$ cat src/rtl/reg_writeback_port_if.sv
`default_nettype none
// ============================================================================
//  Module   : reg_writeback_port_if
//  Purpose  : Bundles the pipeline-side writeback handshake, the forwarding
//             lookup and the register-group write bus of reg_writeback_port.
//  Ports    : master = pipeline / register-group side
//             slave  = reg_writeback_port side
//  Revision : 1.0 - initial release
// ============================================================================
interface reg_writeback_port_if #(
  parameter int DATA_W = 16,
  parameter int ADDR_W = 4
);
  // Writeback request handshake
  logic              wb_valid;
  logic              wb_ready;
  logic [ADDR_W-1:0] wb_addr;
  logic [DATA_W-1:0] wb_data;
  // Forwarding lookup: [7:4] selects port A, [3:0] selects port B
  logic [7:0]        rd_sel;
  logic              fwd_hit_a;
  logic [DATA_W-1:0] fwd_data_a;
  logic              fwd_hit_b;
  logic [DATA_W-1:0] fwd_data_b;
  // Register-group write bus
  logic              rf_write;
  logic [ADDR_W-1:0] rf_address;
  logic [DATA_W-1:0] rf_data_in;
  // Status
  logic              busy;

  modport master (
    output wb_valid, wb_addr, wb_data, rd_sel,
    input  wb_ready, fwd_hit_a, fwd_data_a, fwd_hit_b, fwd_data_b,
    input  rf_write, rf_address, rf_data_in, busy
  );

  modport slave (
    input  wb_valid, wb_addr, wb_data, rd_sel,
    output wb_ready, fwd_hit_a, fwd_data_a, fwd_hit_b, fwd_data_b,
    output rf_write, rf_address, rf_data_in, busy
  );
endinterface
`default_nettype wire

$ cat src/rtl/reg_writeback_port.sv
`default_nettype none
// ============================================================================
//  Module   : reg_writeback_port
//  Purpose  : Write-side driver for the 16x16 register group. Buffers
//             writeback requests in a small FIFO, replays each one as a
//             SETUP / STROBE / HOLD sequence on the group's write bus and
//             forwards not-yet-committed values to the two decode read ports.
//  Ports    : clk  - system clock, rising edge
//             rst  - asynchronous, active-low reset
//             bus  - reg_writeback_port_if.slave (wb_*, rd_sel, fwd_*, rf_*,
//                    busy)
//  Revision : 1.0 - initial release
// ============================================================================
module reg_writeback_port #(
  parameter int DEPTH  = 4,
  parameter int PTR_W  = 2,
  parameter int DATA_W = 16,
  parameter int ADDR_W = 4
) (
  input  wire logic            clk,
  input  wire logic            rst,
  reg_writeback_port_if.slave  bus
);

  localparam logic [PTR_W:0]   c_full_count = (PTR_W+1)'(DEPTH);
  localparam logic [PTR_W:0]   c_one_count  = (PTR_W+1)'(1);
  localparam logic [PTR_W-1:0] c_ptr_one    = PTR_W'(1);

  typedef enum logic [1:0] {
    S_IDLE   = 2'd0,
    S_SETUP  = 2'd1,
    S_STROBE = 2'd2,
    S_HOLD   = 2'd3
  } state_t;

  // FIFO storage and bookkeeping
  logic [ADDR_W-1:0] r_fifo_addr [DEPTH];
  logic [DATA_W-1:0] r_fifo_data [DEPTH];
  logic [PTR_W-1:0]  r_wr_ptr;
  logic [PTR_W-1:0]  r_rd_ptr;
  logic [PTR_W:0]    r_count;

  // FSM and registered write bus
  state_t            r_state;
  state_t            w_state_nxt;
  logic              r_rf_write;
  logic              w_rf_write_nxt;
  logic [ADDR_W-1:0] r_rf_address;
  logic [ADDR_W-1:0] w_rf_address_nxt;
  logic [DATA_W-1:0] r_rf_data_in;
  logic [DATA_W-1:0] w_rf_data_in_nxt;

  logic              w_ready;
  logic              w_push;
  logic              w_pop;
  logic [PTR_W-1:0]  w_next_head;

  // Ready depends only on occupancy; a pop in the same cycle is not used to
  // make room, which keeps wb_ready free of any path from the FSM.
  assign w_ready     = (r_count != c_full_count);
  // Writes to R0 are accepted and silently discarded.
  assign w_push      = bus.wb_valid & w_ready & (bus.wb_addr != '0);
  // The head leaves the FIFO on the edge that ends HOLD.
  assign w_pop       = (r_state == S_HOLD);
  assign w_next_head = r_rd_ptr + c_ptr_one;

  // --------------------------------------------------------------------------
  // FIFO pointers and occupancy
  // --------------------------------------------------------------------------
  always_ff @(posedge clk or negedge rst) begin
    if (!rst) begin
      r_wr_ptr <= '0;
      r_rd_ptr <= '0;
      r_count  <= '0;
    end else begin
      if (w_push) begin
        r_wr_ptr <= r_wr_ptr + c_ptr_one;
      end
      if (w_pop) begin
        r_rd_ptr <= w_next_head;
      end
      r_count <= r_count + {{PTR_W{1'b0}}, w_push} - {{PTR_W{1'b0}}, w_pop};
    end
  end

  // Storage carries no reset: only entries below r_count are ever observed.
  always_ff @(posedge clk) begin
    if (w_push) begin
      r_fifo_addr[r_wr_ptr] <= bus.wb_addr;
      r_fifo_data[r_wr_ptr] <= bus.wb_data;
    end
  end

  // --------------------------------------------------------------------------
  // Write sequencer
  // --------------------------------------------------------------------------
  always_ff @(posedge clk or negedge rst) begin
    if (!rst) begin
      r_state      <= S_IDLE;
      r_rf_write   <= 1'b0;
      r_rf_address <= '0;
      r_rf_data_in <= '0;
    end else begin
      r_state      <= w_state_nxt;
      r_rf_write   <= w_rf_write_nxt;
      r_rf_address <= w_rf_address_nxt;
      r_rf_data_in <= w_rf_data_in_nxt;
    end
  end

  always_comb begin
    w_state_nxt      = r_state;
    w_rf_write_nxt   = 1'b0;
    w_rf_address_nxt = r_rf_address;
    w_rf_data_in_nxt = r_rf_data_in;

    case (r_state)
      S_IDLE: begin
        if (r_count != '0) begin
          w_state_nxt      = S_SETUP;
          w_rf_address_nxt = r_fifo_addr[r_rd_ptr];
          w_rf_data_in_nxt = r_fifo_data[r_rd_ptr];
        end
      end
      S_SETUP: begin
        w_state_nxt    = S_STROBE;
        w_rf_write_nxt = 1'b1;
      end
      S_STROBE: begin
        w_state_nxt = S_HOLD;
      end
      S_HOLD: begin
        // Chain straight into the next entry. When the head is the only
        // stored entry, a request pushed on this same edge is not in the
        // array yet, so it is taken from the request bus directly.
        if (r_count > c_one_count) begin
          w_state_nxt      = S_SETUP;
          w_rf_address_nxt = r_fifo_addr[w_next_head];
          w_rf_data_in_nxt = r_fifo_data[w_next_head];
        end else if (w_push) begin
          w_state_nxt      = S_SETUP;
          w_rf_address_nxt = bus.wb_addr;
          w_rf_data_in_nxt = bus.wb_data;
        end else begin
          w_state_nxt = S_IDLE;
        end
      end
      default: begin
        w_state_nxt = S_IDLE;
      end
    endcase
  end

  // --------------------------------------------------------------------------
  // Forwarding: scan oldest to youngest so the youngest match overwrites any
  // older one. The head stays visible until it is popped at the end of HOLD.
  // --------------------------------------------------------------------------
  logic              w_hit_a;
  logic              w_hit_b;
  logic [DATA_W-1:0] w_data_a;
  logic [DATA_W-1:0] w_data_b;
  logic [3:0]        w_sel_a;
  logic [3:0]        w_sel_b;

  assign w_sel_a = bus.rd_sel[7:4];
  assign w_sel_b = bus.rd_sel[3:0];

  always_comb begin
    w_hit_a  = 1'b0;
    w_hit_b  = 1'b0;
    w_data_a = '0;
    w_data_b = '0;
    for (int i = 0; i < DEPTH; i++) begin
      if ((PTR_W+1)'(i) < r_count) begin
        if ((w_sel_a != 4'd0) &&
            (r_fifo_addr[r_rd_ptr + PTR_W'(i)] == ADDR_W'(w_sel_a))) begin
          w_hit_a  = 1'b1;
          w_data_a = r_fifo_data[r_rd_ptr + PTR_W'(i)];
        end
        if ((w_sel_b != 4'd0) &&
            (r_fifo_addr[r_rd_ptr + PTR_W'(i)] == ADDR_W'(w_sel_b))) begin
          w_hit_b  = 1'b1;
          w_data_b = r_fifo_data[r_rd_ptr + PTR_W'(i)];
        end
      end
    end
  end

  // --------------------------------------------------------------------------
  // Outputs
  // --------------------------------------------------------------------------
  assign bus.wb_ready   = w_ready;
  assign bus.fwd_hit_a  = w_hit_a;
  assign bus.fwd_data_a = w_data_a;
  assign bus.fwd_hit_b  = w_hit_b;
  assign bus.fwd_data_b = w_data_b;
  assign bus.rf_write   = r_rf_write;
  assign bus.rf_address = r_rf_address;
  assign bus.rf_data_in = r_rf_data_in;
  assign bus.busy       = (r_count != '0) || (r_state != S_IDLE);

endmodule
`default_nettype wire

$ cat src/flat_wrapper.sv
// flat-port wrapper written by rule: the top's interface ports become plain ports
module reg_writeback_port_flat 
#(
  parameter int DEPTH  = 4,
  parameter int PTR_W  = 2,
  parameter int DATA_W = 16,
  parameter int ADDR_W = 4
)
  (clk, rst, bus_wb_valid, bus_wb_addr, bus_wb_data, bus_rd_sel, bus_wb_ready, bus_fwd_hit_a, bus_fwd_data_a, bus_fwd_hit_b, bus_fwd_data_b, bus_rf_write, bus_rf_address, bus_rf_data_in, bus_busy);
  reg_writeback_port_if #(.DATA_W(DATA_W), .ADDR_W(ADDR_W)) bus_i ();
  input  wire logic clk;
  input  wire logic rst;
  input wire logic [$bits(bus_i.wb_valid)-1:0] bus_wb_valid;
  input wire logic [$bits(bus_i.wb_addr)-1:0] bus_wb_addr;
  input wire logic [$bits(bus_i.wb_data)-1:0] bus_wb_data;
  input wire logic [$bits(bus_i.rd_sel)-1:0] bus_rd_sel;
  output wire logic [$bits(bus_i.wb_ready)-1:0] bus_wb_ready;
  output wire logic [$bits(bus_i.fwd_hit_a)-1:0] bus_fwd_hit_a;
  output wire logic [$bits(bus_i.fwd_data_a)-1:0] bus_fwd_data_a;
  output wire logic [$bits(bus_i.fwd_hit_b)-1:0] bus_fwd_hit_b;
  output wire logic [$bits(bus_i.fwd_data_b)-1:0] bus_fwd_data_b;
  output wire logic [$bits(bus_i.rf_write)-1:0] bus_rf_write;
  output wire logic [$bits(bus_i.rf_address)-1:0] bus_rf_address;
  output wire logic [$bits(bus_i.rf_data_in)-1:0] bus_rf_data_in;
  output wire logic [$bits(bus_i.busy)-1:0] bus_busy;
  assign bus_i.wb_valid = bus_wb_valid;
  assign bus_i.wb_addr = bus_wb_addr;
  assign bus_i.wb_data = bus_wb_data;
  assign bus_i.rd_sel = bus_rd_sel;
  assign bus_wb_ready = bus_i.wb_ready;
  assign bus_fwd_hit_a = bus_i.fwd_hit_a;
  assign bus_fwd_data_a = bus_i.fwd_data_a;
  assign bus_fwd_hit_b = bus_i.fwd_hit_b;
  assign bus_fwd_data_b = bus_i.fwd_data_b;
  assign bus_rf_write = bus_i.rf_write;
  assign bus_rf_address = bus_i.rf_address;
  assign bus_rf_data_in = bus_i.rf_data_in;
  assign bus_busy = bus_i.busy;
  reg_writeback_port #(.DEPTH(DEPTH), .PTR_W(PTR_W), .DATA_W(DATA_W), .ADDR_W(ADDR_W)) u_core (.clk(clk), .rst(rst), .bus(bus_i));
endmodule
$ cat config.mk
export PLATFORM = sky130hd
export DESIGN_NAME = reg_writeback_port_flat
export DESIGN_NICKNAME = d
export VERILOG_FILES = /design/src/rtl/reg_writeback_port_if.sv /design/src/rtl/reg_writeback_port.sv /design/src/flat_wrapper.sv
export SDC_FILE = /design/constraint.sdc
export NUM_CORES = 1
export LEC_CHECK = 0
export CORE_ASPECT_RATIO = 0.7
export CORE_MARGIN = 1
export CORE_UTILIZATION = 35
export DETAILED_ROUTE_END_ITERATION = 7
export SLEW_MARGIN = 20
export SYNTH_ARGS = -nofsm -noshare
export SYNTH_HDL_FRONTEND = slang
export SYNTH_SLANG_ARGS = --single-unit
$ cat constraint.sdc
create_clock -name clk -period 5.38 [get_ports clk]
set_clock_uncertainty 0.05 [all_clocks]
set_input_delay 1.614 -clock clk [delete_from_list [all_inputs] [get_ports clk]]
set_output_delay 1.614 -clock clk [all_outputs]
set_load 0.01 [all_outputs]
Word level (Yosys, flattened, before mapping)
Memories as Yosys holds them, arrays and structs flattened.
Index checks and enable logic that the tools add are counted.
- memory bits (writable): 80
- memories: 2
- register bits: 30
- logic and storage cells: 100
- latch bits: 0
- output and inout bits: 57
- memory bits (read-only): 0
- memory list (name ; depth ; width ; rd ports ; clocked after Yosys merged registers in ; wr ports ; line ; source):
    u_core.r_fifo_data ; 4 ; 16 ; 4 ; 0 ; 1 ; reg_writeback_port.sv:38 ; logic [DATA_W-1:0] r_fifo_data [DEPTH];
    u_core.r_fifo_addr ; 4 ; 4 ; 4 ; 0 ; 1 ; reg_writeback_port.sv:37 ; logic [ADDR_W-1:0] r_fifo_addr [DEPTH];
- eq/ne operators: 14
- multiplexer cells: 47
- bitwise gates (word level): 2
- $lt $le $gt $ge: 5
- divide/modulo/power cells: 0
- add/subtract/negate cells: 6
- reduce and logical (&&, ||, !) cells: 17
- multiply operators: 0
- shift operators: 0
- operator list (cell ; number):
    $mux 16 ; 19
    $eq 4x4->1 ; 8
    $pmux 16 s2 ; 1
    $mux 1 ; 20
    $mux 4 ; 3
    $reduce_bool 4->1 ; 3
    $logic_and 1x1->1 ; 8
    $pmux 2 s4 ; 1
    $pmux 4 s2 ; 1
    $lt 1x3->1 const A ; 2
    $lt 2x3->1 const A ; 2
    $add 2x1->2 const B ; 2
    $add 2x2->2 const B ; 2
    $eq 2x2->1 const B ; 2
    $mux 2 ; 2
    $reduce_bool 2->1 ; 2
    $add 3x1->3 ; 1
    $gt 3x1->1 const B ; 1
    $ne 3x2->1 const B ; 1
    $ne 3x3->1 const B ; 1
    $reduce_and 3->1 ; 1
    $reduce_bool 3->1 ; 1
    $sub 3x1->3 ; 1
    $and 1x1->1 ; 2
    other kinds (4) ; 4

Logic depth before layout (Yosys ltp)
An unclocked memory read counts as a cell.
- depth in word-level cells: 11
- depth in mapped cells: 11

Worst setup path before layout
No wires, ideal clock.
- path kind: input port to output port
- from: input port bus_rd_sel[0]
- to: output port bus_fwd_data_b[5]
- setup slack: 183 ps
- arrival time: 3533 ps
- stages on the path: 10
- cells stage by stage: clkbuf_1 -> nor3_1 -> or3_1 -> buf_2 -> a211oi_2 -> o21a_1 -> buf_4 -> buf_6 -> o311a_1 -> o31ai_1
- cells in the longest elaborated chain, start to end: 10
- elaborated cells on any way between the ends: 17
- ends and longest elaborated chain (element ; line ; source):
    start, declared ; flat_wrapper.sv:16 ; input wire logic [$bits(bus_i.rd_sel)-1:0] bus_rd_sel;
    $eq 4x4->1 or $reduce_bool 4->1 (tied branches) ; reg_writeback_port.sv:181, reg_writeback_port.sv:180 ;
    $logic_and 1x1->1 ; reg_writeback_port.sv:180 ; if ((w_sel_b != 4'd0) &&
    $mux 16 ; reg_writeback_port.sv:180 ;
    $mux 16 ; reg_writeback_port.sv:174 ; if ((PTR_W+1)'(i) < r_count) begin
    $mux 16 ; reg_writeback_port.sv:180 ;
    $mux 16 ; reg_writeback_port.sv:174 ;
    $mux 16 ; reg_writeback_port.sv:180 ;
    $mux 16 ; reg_writeback_port.sv:174 ;
    $mux 16 ; reg_writeback_port.sv:180 ;
    $mux 16 (*) ; reg_writeback_port.sv:174 ;
    end, declared ; flat_wrapper.sv:21 ; output wire logic [$bits(bus_i.fwd_data_b)-1:0] bus_fwd_data_b;
Every way passes the cells marked *; elsewhere a longest branch is shown, timed or not.

Worst setup path in the final report
- from: input port bus_rd_sel[5]
- to: output port bus_fwd_data_a[8]
- cells in the longest elaborated chain, start to end: 10
- elaborated cells on any way between the ends: 17
- ends and longest elaborated chain (element ; line ; source):
    $eq 4x4->1 or $reduce_bool 4->1 (tied branches) ; reg_writeback_port.sv:176, reg_writeback_port.sv:175 ;
    $logic_and 1x1->1 ; reg_writeback_port.sv:175 ; if ((w_sel_a != 4'd0) &&
    $mux 16 ; reg_writeback_port.sv:175 ;
    $mux 16 ; reg_writeback_port.sv:174 ;
    $mux 16 ; reg_writeback_port.sv:175 ;
    $mux 16 ; reg_writeback_port.sv:174 ;
    $mux 16 ; reg_writeback_port.sv:175 ;
    $mux 16 ; reg_writeback_port.sv:174 ;
    $mux 16 ; reg_writeback_port.sv:175 ;
    $mux 16 (*) ; reg_writeback_port.sv:174 ;
    end, declared ; flat_wrapper.sv:19 ; output wire logic [$bits(bus_i.fwd_data_a)-1:0] bus_fwd_data_a;
Marks and branches as above.

==> qor.yml <==
outcome: "finished clean"
setup-violations-final: 0
maxCapViolations: 0
area_growth_pct: 27.5
timing.fmax_mhz: 186
drt_drc_violations_left: 0
period_minus_slack_ns: 5.37
worstHoldStart: "u_core.bus.rf_data_in[3]"
synth.most_common_cell: "nand2_1"
firstDrtPassIters: 5
worstSetupPathType: "in2out"
fin_util_pct: 45.9
dieArea_um2: 24100
hp-class: "reg2reg"
fin_nets: 861
leakage_nw: 3.81
syn_inst: 711
die_x_um: 185
cts_tree: "yes"
synth_cell_types: 54
cts_num_sinks: 110
yosys_register_bits: 110
antenna_found_initial: 0
ys_warn_count: 0
rsz0062_at_grt: "yes"
holdPathStages: 2
initialDrtViolationCount: 576
die_h_um: 130
postRouteAntennaNets: 0
grt_overflow: 0
post-route-period-util_pct: 99.8
grt_pass1_vias: 6394
htree_levels: 3
rrSetupSlack_ns: 2.51
port_buffers: 87
drv_slew: 0
via_per_inst: 5.80
worst_slew_pin_slew_ns: 0.843
worstReg2RegStart: "u_core.r_count[2]"
power_w: 0.00625
p_per_area_nw_per_um2: 596
yosysSeqAreaShare_pct: 38.4
grt_usage_pct: 21.4
synth-edff-count: 80
syn-num-nets: 755
core.rowCount: 46
initial_utilization_pct: 36.0
start_kind: "input pin"
cts-root-buf: "clkbuf_16"
yosys.area.top_type: "edfxtp_1"
crit_path_end_kind: "output pin"
crit_required_ns: 3.72
yosysTopAreaCellShare_pct: 29.2
grt_first_pass_wirelength_mm: 38.4
vias: 6575
avgSynthCellArea_um2: 11.6
routedWlPerCell_um: 22.0
whs_ns: 0.426
clock_latency_ns: 0.37
io_pins: 88
synth_flop_cell: "edfxtp_1"
synthTopCellsByCount: "nand2_1, edfxtp_1, mux4_2, o21ai_0, nor2_1"
routabilityCongestion: 0.853
dp_hpwl_mm: 17.5
layout-drive-gt1-share_pct: 33.5
grt_start_max_net_pins: 66
crit_arrival_ns: 3.70
drt_wl_total_mm: 24.9
hold_viol: 0
n_antenna_cell: 0
ir_worst_vdd_mv: 0.278
synth_area_leaders: "edfxtp_1, mux4_2, dfrtp_1"
r2r_cells: 6
relSlewSlack_pct: 43.8
min_to: "u_core.bus.rf_data_in[3]"
r2r-end: "u_core.bus.rf_data_in[6]"
async_flop_share_pct: 27.3
cts.clk_slew.worst_paths_ns: 0.07
cts_made_buffers: 9
syn_area_um2: 8220
clk_path_buf_depth: 2
core_area_um2: 22800
tns_ns: 0
path_max_fanout: 12
==> per-stage QoR <==
stage | std cells | setup WS [ns] | area (µm²)
2_1_floorplan | 711 | 0.183 | 8220
3_3_place_gp | 1108 | -0.712 | 9770
3_5_place_dp | 1108 | -0.717 | 9770
4_1_cts | 1135 | 0.00428 | 10400
5_1_grt | 1134 | -0.0391 | 10500
6_report | 1134 | 0.0121 | 10500
==> logic make-up (layout without fill, tap and decap cells) <==
logic type,after synthesis,in the layout,synth area share [%]
buf+inv,100,211,6.01
mux,98,98,23.7
compound gates,173,173,16.1
simple gates,183,183,10.1
xor+xnor,34,34,3.62
flops,110,110,38.4
fa+ha+maj,13,13,2.07
==> cells in the final DEF, fill, tap and decap left out, drive strengths merged, types with 2 or more instances in the layout <==
cell type	netlist	final
a211oi	34	34
a21oi	4	4
a311oi	16	16
and2	4	4
and3	2	2
buf	36	93
clkbuf	34	19
clkdlybuf4s15	0	4
clkdlybuf4s50	0	45
dfrtp	30	30
dlygate4sd2	0	18
edfxtp	80	80
ha	12	12
inv	30	31
mux2	4	4
mux2i	18	18
mux4	76	76
nand2	83	83
nand2b	17	17
nand3	20	20
nor2	37	37
nor3	11	11
nor3b	2	2
o21ai	58	58
o21bai	2	2
o311a	16	16
o31ai	33	33
or3	4	4
xnor2	24	24
xor2	10	10
==> routing by layer <==
metal / share of wire (%) / GRT usage [%] / vias up
met4: 0.82 / 3.89 / 0
met2: 43 / 31.2 / 290
li1: - / - / 2965
met3: 9.7 / 5.72 / 19
met5: 0 / 0 / -
met1: 46 / 31.9 / 3301
==> how the worst max path moves through the flow <==
| stage | start | to | slack [ns] | cells past startpoint |
|---|---|---|---|---|
| after CTS | bus_rd_sel[1] | bus_fwd_data_b[3] | 0.004 | 10 |
| after global placement | bus_rd_sel[1] | bus_fwd_data_b[3] | -0.71 | 11 |
| after global routing | bus_rd_sel[4] | bus_fwd_data_a[4] | -0.04 | 11 |
| final | bus_rd_sel[5] | bus_fwd_data_a[8] | 0.01 | 10 |
| after floorplan | bus_rd_sel[0] | bus_fwd_data_b[5] | 0.18 | 10 |
| after detailed placement | bus_rd_sel[1] | bus_fwd_data_b[3] | -0.72 | 10 |
==> state kept, by name, summed over array words and instances (netlist names) <==
name,flops
u_core.r_fifo_data,64
u_core.r_wr_ptr,2
u_core.bus.rf_address,4
u_core.r_fifo_addr,16
u_core.bus.rf_write,1
u_core.r_rd_ptr,2
u_core.r_count,3
u_core.r_state,2
u_core.bus.rf_data_in,16
==> worst max-delay path, stage by stage <==
cell and delay (ns):
dlygate4sd2_1 0.27, buf_4 0.17, xnor2_1 0.13, nor3_1 0.20
o211a_1 0.23, buf_12 0.16, buf_4 0.18, a311oi_2 0.12
o31ai_2 0.29, dlygate4sd2_1 0.32
==> what timing repair did <==
item | CTS | global route
hold buffers | 0 | 0
setup endpoints to repair | 34 | 23
resized for setup | 143 | 32
buffers inserted | 9 | 0
pin swaps | 25 | 13
cloned | 3 | 0
==> power breakdown <==
part / internal (W) / switching, W
combinational: 0.00189 / 0.00224
sequential: 0.00118 / 0.000222
clock: 0.000403 / 0.000314
==> layout make-up <==
class | count | area, µm²
sequential | 110 | 3160
multi-input combinational | 501 | 4940
tap | 312 | 390
timing repair buffer | 165 | 1550
fill | 2114 | 12400
clock inverter | 1 | 6.26
clock buffer | 15 | 314
inverter | 30 | 113
Power figures use the tool's default switching activity.
